`src/rtl/mdr_pull_stage.sv`:
```
// Memory data register pull stage: issues a read, waits (bounded) for mem_ack,
// captures mem_din into mdr_q and gates it onto the bus only while the word is held.
module mdr_pull_stage #(
  parameter int unsigned TIMEOUT = 15
) (
  input  logic        clk,
  input  logic        rst_n,
  input  logic        rd_start,
  input  logic        mem_ack,
  input  logic [31:0] mem_din,
  input  logic        pull_req,
  output logic        mem_as,
  output logic [31:0] mdr_q,
  output logic        pullD,
  output logic        busy,
  output logic        done,
  output logic        tmo_err
);

  typedef enum logic [1:0] {
    IDLE     = 2'd0,
    WAIT_ACK = 2'd1,
    HOLD     = 2'd2
  } state_e;

  localparam logic [7:0] LAST_WAIT = 8'(TIMEOUT - 1);

  // Handshake: rd_start is a one-cycle request with no ready; it is taken in
  // IDLE or HOLD and dropped in WAIT_ACK. mem_ack qualifies mem_din only in WAIT_ACK.
  state_e      state_q, state_d;
  logic [7:0]  cnt_q, cnt_d;
  logic [31:0] mdr_d;
  logic        done_q, done_d;
  logic        tmo_err_q, tmo_err_d;

  always_ff @(posedge clk or negedge rst_n) begin
    if (!rst_n) begin
      state_q   <= IDLE;
      cnt_q     <= 8'd0;
      mdr_q     <= 32'h0;
      done_q    <= 1'b0;
      tmo_err_q <= 1'b0;
    end else begin
      state_q   <= state_d;
      cnt_q     <= cnt_d;
      mdr_q     <= mdr_d;
      done_q    <= done_d;
      tmo_err_q <= tmo_err_d;
    end
  end

  always_comb begin
    state_d = state_q;
    case (state_q)
      IDLE:     if (rd_start) state_d = WAIT_ACK;
      WAIT_ACK: begin
        if (mem_ack)                 state_d = HOLD;
        else if (cnt_q == LAST_WAIT) state_d = IDLE;
      end
      HOLD:     if (rd_start) state_d = WAIT_ACK;
      default:  state_d = IDLE;
    endcase
  end

  always_comb begin
    cnt_d     = cnt_q;
    mdr_d     = mdr_q;
    done_d    = 1'b0;
    tmo_err_d = tmo_err_q;
    case (state_q)
      IDLE: begin
        if (rd_start) begin
          cnt_d     = 8'd0;
          tmo_err_d = 1'b0;
        end
      end
      WAIT_ACK: begin
        // Ack has priority over the timeout on the last wait cycle.
        if (mem_ack) begin
          mdr_d  = mem_din;
          done_d = 1'b1;
        end else if (cnt_q == LAST_WAIT) begin
          tmo_err_d = 1'b1;
        end else begin
          cnt_d = cnt_q + 8'd1;
        end
      end
      HOLD: begin
        if (rd_start) cnt_d = 8'd0;
      end
      default: ;
    endcase
  end

  always_comb begin
    mem_as  = (state_q == WAIT_ACK);
    busy    = (state_q != IDLE);
    pullD   = pull_req && (state_q == HOLD);
    done    = done_q;
    tmo_err = tmo_err_q;
  end

endmodule

```
`config.mk`:
```
export PLATFORM = sky130hd
export DESIGN_NAME = mdr_pull_stage
export DESIGN_NICKNAME = d
export VERILOG_FILES = /design/src/rtl/mdr_pull_stage.sv
export SDC_FILE = /design/constraint.sdc
export NUM_CORES = 1
export LEC_CHECK = 0
export CORE_MARGIN = 2
export CORE_UTILIZATION = 44
export CTS_BUF_LIST = sky130_fd_sc_hd__clkbuf_8
export DETAILED_ROUTE_END_ITERATION = 7
export GPL_TIMING_DRIVEN = 0
export PLACE_DENSITY_LB_ADDON = 0.05
export SYNTH_ARGS = -nofsm -noshare
export SYNTH_HDL_FRONTEND = slang
export SYNTH_SLANG_ARGS = --single-unit
```
`constraint.sdc`:
```
create_clock -name clk -period 2.2 [get_ports clk]
set_input_delay 0.33 -clock clk [delete_from_list [all_inputs] [get_ports clk]]
set_output_delay 0.33 -clock clk [all_outputs]
set_load 0.005 [all_outputs]
```
# == Yosys cells after proc, flatten, opt, wreduce, memory -nomap -nowiden ==
# Index checks and enable logic that the tools add are counted.
# word_totals
ff_bits,44
latch_bits,0
mem_bits_rw,0
rom_bits,0
in_bits,37
out_inout_bits,37
word_cells,39
mem_count,0
# classes
n_addsub,1
mul,0
n_div,0
magnitude_cmp,0
n_eq_ne,9
shift,0
mux,14
n_bitwise,0
reduce_logical,10
# op_table
op,count
two-way mux 8 bit,3
case mux 8 bit (2 select lines),1
"adder 8 x 1 -> 8 bit, second input constant",1
"== test 8 x 4 -> 1 bit, second input constant",1
AND reduction 4 bit,2
two-way mux 2 bit,3
"inequality test 2 bit, second input constant",3
nonzero test 2 bit,3
two-way mux 1 bit,5
"inequality test 2 x 1 -> 1 bit, second input constant",2
case mux 2 bit (2 select lines),1
AND reduction 2 bit,2
"inequality test 3 x 2 -> 1 bit, second input constant",1
"== test 2 x 1 -> 1 bit, second input constant",1
"== test 2 bit, second input constant",1
logical NOT 2 bit,1
case mux 1 bit (2 select lines),1
OR reduction 2 bit,1
logical AND 1 bit,1

# == Longest topological paths before layout ==
# depth
ltp_word,4
mapped_depth,7
ltp_nobuf,7

# == Worst setup path after synthesis ==
# OpenSTA, ideal clock, no wires.
# synth_path
path_type,register to register
from,register cnt_q[0]
to,register cnt_q[6]
arrival_ns,1.821
required_ns,2.076
path_slack_ns,0.255
stages_incl_launch_ff,8
path_buffers,1
period_less_slack_ns,1.945
path_cell_list,dfrtp_1 -> inv_1 -> ha_1 -> or4b_4 -> o311ai_4 -> buf_6 -> nor3_1 -> a211o_1
# synth_between
elab_chain_cells,4
elab_cells_between_ends,7
classes_between,add/sub (1); eq/ne (2); mux (3); reduce/logical (1)
# synth_rtl
element,line,text
from (decl),31,"logic [7:0] cnt_q, cnt_d;"
from (signal assigned),45,cnt_q <= cnt_d;
adder 8 x 1 -> 8 bit,85,cnt_d = cnt_q + 8'd1;
two-way mux 8 bit,82,end else if (cnt_q == LAST_WAIT) begin
two-way mux 8 bit,79,if (mem_ack) begin
case mux 8 bit (2 select lines),70,case (state_q)
# Parallel ways exist; a longest one is shown, timed or not. The select of a mux whose other input is x is not followed.
# A chain may end at the register's enable or synchronous reset.

# == Worst setup path after layout ==
# layout_path
from,register cnt_q[0]
to,register cnt_q[2]
# The elaborated chain is that of the path after synthesis.

==> flow_metrics.env <==
export IMPL_fmax_mhz=464
export IMPL_viasPerCell=5.15
export IMPL_die_y_microns=68.7
export IMPL_synthToLayoutAreaGrowth_pct=52.4
export IMPL_synth_top_area_share_pct=59.8
export IMPL_ant_nets=0
export IMPL_crit_path_start_kind="flop"
export IMPL_synth_edf_count=0
export IMPL_rows=23
export IMPL_grt_pass1_wl_microns=6130
export IMPL_power_total_mw=3.08
export IMPL_cts_buffers=5
export IMPL_clk_pin_slew_worst_paths_ns=0.09
export IMPL_hold_slack_ns=-0.0161
export IMPL_vias=1401
export IMPL_die_area_sq_um=4720
export IMPL_min_period_over_period_pct=97.9
export IMPL_first_pass_iters=4
export IMPL_crit_chain="inv_1 > ha_1 > or4b_4 > o311ai_4 > buf_4 > nor3b_1 > a211o_1"
export IMPL_setup_violations_final=0
export IMPL_placed_cells=260
export IMPL_instances_no_fill=272
export IMPL_gr_total_overflow=0
export IMPL_cp_arrival_ns=2.33
export IMPL_start_util_pct=46.0
export IMPL_drt_initial_drc_count=71
export IMPL_nNetsFinal=260
export IMPL_cts_root_buf="clkbuf_8"
export IMPL_p_leak_nw=1.21
export IMPL_maxCapViolCount=0
export IMPL_syn_area_per_cell_sq_um=13.5
export IMPL_synth_area_leaders="dfrtp_1 (60%), mux2_2 (20%), inv_1 (1.4%)"
export IMPL_maxSlewHeadroom_pct=64.1
export IMPL_insertion_delay_ns=0.29
export IMPL_yosysTopAreaCell="dfrtp_1"
export IMPL_hold_class="primary input to asynchronous set/reset pin"
export IMPL_r2r_slack_ns=0.05
export IMPL_cp_slowest_stage_delay_ns=0.48
export IMPL_cp_max_fo=6
export IMPL_n_fill_cell=277
export IMPL_worstPathRequired_ns=2.37
export IMPL_grt_util_all_layers_pct=17.9
export IMPL_grt_max_degree=26
export IMPL_syn_inst=136
export IMPL_hold_violations=12
export IMPL_synthArstFlopShare_pct=100
export IMPL_path_class="flop to flop"
export IMPL_yosys_most_used_dff="dfrtp_1"
export IMPL_tightest_slew_ns=0.538
export IMPL_violations="negative hold slack"
export IMPL_gp_congestion=0.796
export IMPL_hpwl_microns=3120
export IMPL_ioPinCount=74
export IMPL_syn_nets=175
export IMPL_synth_area_sq_um=1840
export IMPL_cts_tree="built"
export IMPL_critPathSlowestCell="or4b_4"
export IMPL_cts_sinks=44
export IMPL_ys_top_cells_by_count="dfrtp_1 (44), mux2_2 (32), inv_1 (7)"
export IMPL_synth_most_common_cell="dfrtp_1"
export IMPL_end_kind="flop"
export IMPL_antenna_found_initial=0
export IMPL_status="finished with violations"
export IMPL_first_global_vias=1367
export IMPL_drv_slew=0
export IMPL_synth_cell_type_count=27
export IMPL_post_route_drc_count=0
export IMPL_die_width_microns=68.7
export IMPL_fin_crit_ns=2.15
export IMPL_fin_worst_skew_ns=0.0115
export IMPL_diodes=0
export IMPL_h_tree_depth=2
export IMPL_power_density_nw_per_um2=1100
export IMPL_ys_warn_count=0
export IMPL_routed_wl_microns=4180
export IMPL_ys_ff_latch=44
export IMPL_drive_gt1_share_pct=23.9
export IMPL_avgRoutedWirePerCell_microns=15.4
export IMPL_max_vdd_ir_drop_mv=0.711
export IMPL_coreArea_sq_um=4000
export IMPL_cts_max_path_buffers=2
export IMPL_seq_area_frac_synth_pct=59.8
export IMPL_io_buffers=73
## worst max-delay path, delay by kind of cell (launching register included)
| family | cells | cell delay, ns |
|---|---|---|
| and+or+nand+nor | 2 | 0.53 |
| buffers and inverters | 2 | 0.25 |
| AOI/OAI and AO/OA | 2 | 0.65 |
| DFF | 1 | 0.46 |
| adders and majority gates | 1 | 0.14 |
## report_power, final
group          switching, mW  total (mW)  internal, mW
clock                  0.277       0.613         0.336
sequential             0.178        1.29          1.11
combinational          0.355        1.18         0.824
total                  0.809        3.08          2.27
## flip-flops by register name, summed over array words and instances, names as in the netlist
name / count
tmo_err: 1
cnt_q: 8
done: 1
state_q: 2
mdr_q: 32
## metal layers
metal | part of all wire, % | wire length, microns | up-vias | global-route usage [%]
met3 | 6.9 | 290 | 2 | 6.82
met4 | 0.36 | 15 | 0 | 4.50
met5 | 0 | 0 | - | 0
li1 | - | - | 646 | -
met1 | 40 | 1680 | 706 | 20.5
met2 | 53 | 2190 | 47 | 31.3
## layout by cell type (no fill, tap or decap), types with 2 or more instances in the layout
cell type / n
a211o_1: 3
nor3_1: 3
clkdlybuf4s50_1: 72
nand2_1: 6
mux2_2: 32
or3_1: 2
inv_1: 7
nand3_1: 4
buf_4: 4
ha_1: 2
nor3b_1: 2
dfrtp_1: 43
a21oi_1: 3
nand2b_1: 4
o21ai_0: 3
clkbuf_8: 5
nor2_1: 4
and4_1: 2
clkbuf_1: 3
## cell families after synthesis
group	count (synthesis)	synth area share [%]
compound gates	13	5.85
fa+ha+maj	2	1.36
buf+inv	11	2.65
flops	44	59.8
mux	32	19.6
simple gates	34	10.7
## what timing repair did
item	in CTS	in global routing
endpoints found under the setup margin	0	4
hold buffers	0	0
gates resized for setup	0	2
buffers inserted	0	4
## final timing paths
check                               from       end  cells past startpoint
worst max register to register  cnt_q[0]  cnt_q[2]                      7
min in group clk                mdr_q[2]  mdr_q[2]                      1
worst min register to register  mdr_q[2]  mdr_q[2]                      1
worst max-delay path            cnt_q[0]  cnt_q[2]                      7
max in group asynchronous          rst_n  mdr_q[9]                      2
worst min-delay path               rst_n  cnt_q[6]                      1
## layout make-up
cell class	instances	area [sq um]	area share [%]
Sequential cell	44	1100	39.3
Timing Repair Buffer	78	783	27.9
Multi-Input combinational cell	81	697	24.8
Clock buffer	5	68.8	2.45
Tap cell	50	62.6	2.23
Clock inverter	3	42.5	1.52
Inverter	7	26.3	0.937
Buffer	4	22.5	0.803
## stage by stage
stage | instance area (sq um) | util (%) | worst slack, ns | hold WS [ns] | TNS, ns
final | 2810 | 70.1 | 0.0462 | -0.0161 | 0
after global routing | 2810 | 70.1 | -0.0547 | 0.0113 | -0.143
after CTS | 2770 | 69.2 | 0.0278 | 0.00281 | 0
after detailed placement | 2660 | 66.4 | 0.0873 | 0.326 | 0
after global placement | 2630 | 65.8 | -0.277 | 0.485 | -12.10
after floorplan | 1840 | - | 0.255 | 0.0344 | 0
Note: power is estimated with default switching activity, not from simulation.
